<file path="config.mk">
export PLATFORM = sky130hd
export DESIGN_NAME = pipe_stage
export DESIGN_NICKNAME = d
export VERILOG_FILES = /design/src/rtl/pipe_pkg.sv /design/src/rtl/pipe_slot.sv /design/src/rtl/pipe_stage.sv
export SDC_FILE = /design/constraint.sdc
export NUM_CORES = 1
export LEC_CHECK = 0
export ABC_AREA = 1
export CORE_ASPECT_RATIO = 1.5
export CORE_MARGIN = 4
export CORE_UTILIZATION = 40
export DETAILED_ROUTE_END_ITERATION = 8
export DONT_BUFFER_PORTS = 1
export MAX_ROUTING_LAYER = met4
export PLACE_DENSITY_LB_ADDON = 0.2
export SLEW_MARGIN = 20
export SYNTH_ARGS = -nofsm -noshare
export SYNTH_HDL_FRONTEND = slang
export SYNTH_HIERARCHICAL = 1
export SYNTH_SLANG_ARGS = --single-unit
</file>
<file path="constraint.sdc">
create_clock -name clock -period 2.4 [get_ports clock]
set_input_delay 0.24 -clock clock [delete_from_list [all_inputs] [get_ports clock]]
set_output_delay 0.24 -clock clock [all_outputs]
set_load 0.005 [all_outputs]
</file>
<file path="src/rtl/pipe_pkg.sv">
// Shared definitions for the pipe_stage codebase slice.
//
// Holds the state encoding used by pipe_stage (which is also the
// occupancy value presented on the occupancy port) and the field
// layout of the execute-to-memory (XM) payload bundle.
// The XM bundle is {of, tgt, alu, regB, rd, op}, with op in the LSBs.

package pipe_pkg;

    // State value doubles as the number of held entries.
    typedef enum logic [1:0] {
        EMPTY = 2'd0,
        ONE   = 2'd1,
        TWO   = 2'd2
    } state_t;

    // XM bundle field widths
    localparam int OP_W   = 5;
    localparam int RD_W   = 5;
    localparam int REGB_W = 32;
    localparam int ALU_W  = 32;
    localparam int TGT_W  = 32;
    localparam int OF_W   = 1;

    // XM bundle field offsets
    localparam int OP_LSB   = 0;
    localparam int RD_LSB   = 5;
    localparam int REGB_LSB = 10;
    localparam int ALU_LSB  = 42;
    localparam int TGT_LSB  = 74;
    localparam int OF_BIT   = 106;

    localparam int XM_W = 107;

endpackage

</file>
<file path="src/rtl/pipe_slot.sv">
// One payload register of the pipeline stage.
//
// Ports:
//   clock  - rising-edge clock
//   reset  - synchronous, active-low; loads RESET_VAL
//   load   - capture d on the next rising edge
//   d      - DATA_W-bit payload in
//   q      - DATA_W-bit registered payload out

module pipe_slot
    import pipe_pkg::*;
#(
    parameter int                DATA_W    = XM_W,
    parameter logic [DATA_W-1:0] RESET_VAL = '0
) (
    input  logic              clock,
    input  logic              reset,
    input  logic              load,
    input  logic [DATA_W-1:0] d,
    output logic [DATA_W-1:0] q
);

    always_ff @(posedge clock) begin
        if (!reset) begin
            q <= RESET_VAL;
        end else if (load) begin
            q <= d;
        end
    end

endmodule

</file>
<file path="src/rtl/pipe_stage.sv">
// Valid/ready pipeline register stage carrying the XM payload bundle.
//
// Build option (macro PIPE_STAGE_SKID_EN):
//   defined   - two-entry skid buffer (main + skid slot), full throughput,
//               in_ready decoded from registered state only.
//   undefined - single slot; in_ready is combinational from out_ready so
//               a held entry can be replaced in the cycle it leaves.
//
// Ports:
//   clock      - rising-edge clock
//   reset      - synchronous, active-low
//   flush      - drop all held entries; payload registers keep contents
//   in_valid   - upstream offers in_data
//   in_data    - upstream payload (DATA_W bits)
//   in_ready   - stage accepts in_data this cycle
//   out_valid  - out_data holds a live entry
//   out_data   - oldest held payload, straight from the main slot register
//   out_ready  - downstream consumes out_data this cycle
//   occupancy  - number of held entries (0..2)

module pipe_stage
    import pipe_pkg::*;
#(
    parameter int                DATA_W    = XM_W,
    parameter logic [DATA_W-1:0] RESET_VAL = '0
) (
    input  logic              clock,
    input  logic              reset,
    input  logic              flush,
    input  logic              in_valid,
    input  logic [DATA_W-1:0] in_data,
    output logic              in_ready,
    output logic              out_valid,
    output logic [DATA_W-1:0] out_data,
    input  logic              out_ready,
    output logic [1:0]        occupancy
);

    state_t            state;
    state_t            state_next;
    logic              in_fire;
    logic              out_fire;
    logic              main_load;
    logic [DATA_W-1:0] main_d;
    logic [DATA_W-1:0] main_q;
`ifdef PIPE_STAGE_SKID_EN
    logic              skid_load;
    logic [DATA_W-1:0] skid_q;
`endif

    assign occupancy = state;
    assign out_valid = (state != EMPTY);
    assign out_data  = main_q;

    // in_ready is held low during reset so nothing is reported as accepted
    // while the state register is being cleared.
`ifdef PIPE_STAGE_SKID_EN
    assign in_ready = (state != TWO) && !flush && reset;
`else
    assign in_ready = (!out_valid || out_ready) && !flush && reset;
`endif

    assign in_fire  = in_valid && in_ready;
    assign out_fire = out_valid && out_ready;

    // State register; reset dominates flush and every transfer.
    always_ff @(posedge clock) begin
        if (!reset) begin
            state <= EMPTY;
        end else begin
            state <= state_next;
        end
    end

    // Next state and slot load strobes. The main slot always holds the
    // oldest entry, so a departure from TWO promotes the skid entry.
    always_comb begin
        state_next = state;
        main_load  = 1'b0;
        main_d     = in_data;
`ifdef PIPE_STAGE_SKID_EN
        skid_load  = 1'b0;
`endif
        if (flush) begin
            state_next = EMPTY;
        end else begin
            case (state)
                EMPTY: begin
                    if (in_fire) begin
                        state_next = ONE;
                        main_load  = 1'b1;
                    end
                end
                ONE: begin
`ifdef PIPE_STAGE_SKID_EN
                    if (in_fire && out_fire) begin
                        main_load = 1'b1;
                    end else if (in_fire) begin
                        state_next = TWO;
                        skid_load  = 1'b1;
                    end else if (out_fire) begin
                        state_next = EMPTY;
                    end
`else
                    // Without a skid slot in_fire here implies out_fire.
                    if (in_fire) begin
                        main_load = 1'b1;
                    end else if (out_fire) begin
                        state_next = EMPTY;
                    end
`endif
                end
                TWO: begin
`ifdef PIPE_STAGE_SKID_EN
                    if (out_fire) begin
                        state_next = ONE;
                        main_load  = 1'b1;
                        main_d     = skid_q;
                    end
`else
                    state_next = EMPTY;
`endif
                end
                default: begin
                    state_next = EMPTY;
                end
            endcase
        end
    end

    pipe_slot #(
        .DATA_W    (DATA_W),
        .RESET_VAL (RESET_VAL)
    ) u_main_slot (
        .clock (clock),
        .reset (reset),
        .load  (main_load),
        .d     (main_d),
        .q     (main_q)
    );

`ifdef PIPE_STAGE_SKID_EN
    pipe_slot #(
        .DATA_W    (DATA_W),
        .RESET_VAL (RESET_VAL)
    ) u_skid_slot (
        .clock (clock),
        .reset (reset),
        .load  (skid_load),
        .d     (in_data),
        .q     (skid_q)
    );
`endif

endmodule

</file>
# Word level (Yosys, flattened, before mapping)
# Cells that the tools add are included.
# classes
n_eq_ne	4
n_reduce_logical	12
muxes	7
bitwise	1
# op_table
operator	n
2-bit two-way mux	3
2-bit != test (second input constant)	3
1-bit logical AND	4
2-bit one-hot mux with 2 select lines	1
2-bit OR reduction	2
1-bit two-way mux	3
3-bit AND reduction	1
2-bit by 1-bit == test with 1-bit output (second input constant)	1
1-bit zero test	2
2-bit zero test	1
2-bit nonzero test	1
1-bit logical OR	1
1-bit NOT	1
# word_totals
inputBits	112
out_inout_bits	111
reg_bits	109

# Depth between registers and ports, before layout
# logic_depth
word_depth	9
mapped_depth	10
ltp_nobuf	7

# Cells and area by module
# The synthesis kept the hierarchy.
# by_module_without_submodules
module	cells_per_inst	n_inst	seq_area_each_um2	area_per_inst_um2
pipe_slot	678	1	2142.1	4431.8
pipe_stage	15	1	20.0	86.3

# Worst setup path after synthesis
# No wires, ideal clock.
# synth_path
path_type	flip-flop to flip-flop
startpoint	register state[0] (netlist: occupancy[0])
endpoint	register u_main_slot.q[46]
setup_ns	0.113
arrival_time_ns	1.089
setup_slack_ns	1.198
path_stages_with_launch	9
cell_sequence	dfxtp_1 > nand2_1 > nand2_1 > nor2_2 > buf_6 > buf_4 > buf_4 > nor2_1 > nor2_1
# synth_between
elab_chain_len	9
elab_cells_between_ends	12
cone_classes	eq/ne (1); mux (3); reduce/logical (8)
# synth_lines
element	line_no	rtl
start: declaration	pipe_stage.sv:39	state_t state;
start signal: assignment	pipe_stage.sv:71	state <= state_next;
2-bit nonzero test	pipe_stage.sv:52	assign out_valid = (state != EMPTY);
1-bit zero test	pipe_stage.sv:60	assign in_ready = (!out_valid || out_ready) && !flush && reset;
1-bit logical OR	pipe_stage.sv:60	
1-bit logical AND (2 in a row)	pipe_stage.sv:60	
1-bit logical AND	pipe_stage.sv:63	assign in_fire = in_valid && in_ready;
1-bit two-way mux	pipe_stage.sv:89, pipe_stage.sv:106	
1-bit two-way mux (*)	-	
1-bit two-way mux (*)	pipe_stage.sv:84	if (flush) begin
net main_load	pipe_stage.sv:43	logic main_load;
end signal: assignment	pipe_slot.sv:25	q <= RESET_VAL;
end signal: assignment	pipe_slot.sv:27	q <= d;
end: declaration	pipe_slot.sv:20	output logic [DATA_W-1:0] q
# The timed path passes the listed nets; every way through them passes the cells marked *.
# A chain may end at the register's enable or synchronous reset.

# Worst setup path after layout
# layout_path
startpoint	register state[0] (netlist: occupancy[0])
endpoint	register u_main_slot.q[78]
# Same word-level chain as after synthesis.

==> flow_metrics.env <==
export IMPL_status="finished clean"
export IMPL_finalHoldViolations=0
export IMPL_synth_fp_nets=805
export IMPL_drtIter0Drc=96
export IMPL_setup_viol=0
export IMPL_rr_endpoint="u_main_slot/q[78]$_SDFFE_PN0P_"
export IMPL_reg2reg_slack_ps=890
export IMPL_cp_slowest_cell="buf_12"
export IMPL_grt_pass1_wl_mm=15.6
export IMPL_min_from="reset"
export IMPL_synth_async_sr_flop_share_pct=0
export IMPL_clkLatencyLatePin_ps=330
export IMPL_period_share_pct=63.0
export IMPL_dr_pass1_iters=4
export IMPL_ys_top_cells_by_count="217 x nand2_1, 214 x nor2_1, 112 x inv_1"
export IMPL_p_switching_mw=0.871
export IMPL_p_int_mw=2.78
export IMPL_syn_area_sq_um=4520
export IMPL_synth_largest_area_cell="dfxtp_1"
export IMPL_p_seq_share_pct=53.7
export IMPL_vias_per_cell=4.35
export IMPL_drive_gt1_share_pct=2.97
export IMPL_rsz0062_at_grt="no"
export IMPL_min_period_ps=1510
export IMPL_cts_clk_slew_worst_paths_ps=70
export IMPL_ys_ff_latch=108
export IMPL_portBuffers=0
export IMPL_cp_max_fo=124
export IMPL_worstSetupStartpoint="occupancy[0]$_SDFFE_PP0P_"
export IMPL_ys_flop_type="dfxtp_1"
export IMPL_peakVddDrop_v=0.000322
export IMPL_cp_common_cell="nand2_1"
export IMPL_holdBufCountCts=0
export IMPL_core_sq_um=11100
export IMPL_cts_setup_buffers=0
export IMPL_grt_overflow=0
export IMPL_arrival_ps=1740
export IMPL_cts_sinks=108
export IMPL_clk_path_buf_depth=2
export IMPL_yosysWarnings=6
export IMPL_final_cells=820
export IMPL_die_y_microns=138
export IMPL_antenna_cells=0
export IMPL_crit_chain="nand2_1 -> nand2_1 -> nor2_4 -> buf_12 -> nand2_1 -> nand2_1 -> nor2_1"
export IMPL_synth_area_leaders="dfxtp_1 48%, nand2_1 18%, nor2_1 18%"
export IMPL_start_kind="flop"
export IMPL_vias=3563
export IMPL_rows=47
export IMPL_die_area_sq_um=13100
export IMPL_synth_avg_cell_area_sq_um=6.52
export IMPL_syn_inst=693
export IMPL_crit_type="reg2reg"
export IMPL_fmax_mhz=662
export IMPL_io_pins=223
export IMPL_synth_top_area_share_pct=47.9
export IMPL_drv_cap=0
export IMPL_cp_required_ps=2630
export IMPL_p_sw_share_pct=23.8
export IMPL_final_nets=780
export IMPL_leakagePower_nw=2.42
export IMPL_area_delta_synth_final_pct=5.12
export IMPL_ant_nets=0
export IMPL_synth_most_common_cell="nand2_1"
export IMPL_combPwrFrac_pct=7.1
export IMPL_clock_skew_ps=7.00
export IMPL_ys_types=11
export IMPL_clock_power_share_pct=39.2
export IMPL_cp_end_kind="flop"
export IMPL_maxSlewViolCount=0
export IMPL_clockRootBuffer="clkbuf_16"
export IMPL_wire_per_inst_microns=12.3
export IMPL_hold_path_depth=2
export IMPL_cts_tree="yes"
export IMPL_die_w_microns=94.8
export IMPL_grt_max_degree=125
export IMPL_fin_area_sq_um=4750
export IMPL_post_dp_hpwl_mm=7.17
export IMPL_worstHoldPathType="in2reg"
export IMPL_grt_pass1_vias=3234
export IMPL_power_density_nw_per_um2=770
export IMPL_antenna_found_initial=0
export IMPL_drc=0
export IMPL_post_cts_resized=0
export IMPL_h_tree_depth=3
export IMPL_grtUsageTotal_pct=15.2
export IMPL_synth_edf_count=0
export IMPL_placed_cells=804
export IMPL_cts_buffers=9
export IMPL_tns_ps=0
export IMPL_critical_path_max_stage_delay_ps=390
export IMPL_min_to="u_main_slot/q[34]$_SDFFE_PN0P_"
export IMPL_r2r_start="occupancy[0]$_SDFFE_PP0P_"
export IMPL_fill_cells=1209
export IMPL_ff2ff_path_depth=7
export IMPL_drt_wl_total_mm=10.1
export IMPL_initial_core_util_pct=40.9
export IMPL_placed_cell_area_sq_um=4450
export IMPL_place_congestion=0.727
export IMPL_yosysSeqAreaShare_pct=47.9
[per-stage QoR]
step / hold slack, ps / setup slack (ps) / util (%) / total power, mW
after floorplan: 363 / 1200 / - / 2.25
after global routing: 6.64 / 745 / 43.0 / 3.85
after detailed placement: 372 / 922 / 40.3 / 2.27
after CTS: 6.92 / 907 / 43.0 / 3.72
final: 28.6 / 888 / 43.0 / 3.66
after global placement: 369 / 971 / 40.3 / 2.26
[worst max-delay path by stage]
stage                                           to  slack (ps)
floorplan           u_main_slot/q[46]$_SDFFE_PN0P_        1200
global placement    u_main_slot/q[59]$_SDFFE_PN0P_         970
detailed placement  u_main_slot/q[78]$_SDFFE_PN0P_         920
CTS                 u_main_slot/q[78]$_SDFFE_PN0P_         910
global route        u_main_slot/q[84]$_SDFFE_PN0P_         740
finish              u_main_slot/q[78]$_SDFFE_PN0P_         890
[sequential cells by signal, indices dropped and copies added (netlist names)]
| signal | count |
|---|---|
| occupancy | 1 |
| u_main_slot/q | 107 |
[layer usage]
layer,up-vias,global-route usage (%),wire (microns),share of wire (%)
li1,1892,-,-,-
met1,1504,17.0,3900,39
met2,148,24.0,4880,49
met3,19,5.98,1040,10
met4,0,6.39,229,2.3
met5,-,-,0,0
[cell families after synthesis]
kind of cell,share of synthesized area (%)
simple gates,36.1
buf+inv,15.9
flops,47.9
compound gates,0.111
other cells,0.0830
[cell usage in the layout (no fill, tap or decap), drive strengths merged]
cell type | Yosys | layout
conb | 1 | 1
inv | 112 | 112
clkinvlp | 0 | 2
nand2 | 217 | 217
dfxtp | 108 | 108
clkbuf | 1 | 12
nor2 | 216 | 216
clkinv | 0 | 2
buf | 37 | 2
a21oi | 1 | 1
[worst max-delay path: cells and delay by family, from the launching register on]
kind	cells	cell delay [ps]
buffers and inverters	1	390
flip-flops	1	350
AND/OR/NAND/NOR	6	600
[area by class of cell]
type,instances,area (sq um),share of cell area [%]
clock buffers,12,267,5.61
clock inverters,4,32.5,0.685
inverters,112,420,8.85
multi-input cells,435,1640,34.6
flip-flops and latches,108,2160,45.5
well taps,147,184,3.87
repair buffers,2,40.0,0.843
[power by group through the flow]
stage          sequential, mW  clock, mW  combinational, mW
5_1_grt                  1.97       1.57              0.312
6_report                 1.96       1.43              0.259
4_1_cts                  1.97       1.49              0.262
3_3_place_gp             2.01          0              0.251
2_1_floorplan            1.98          0              0.274
3_5_place_dp             2.01          0              0.262
Power figures use the tool's default switching activity.
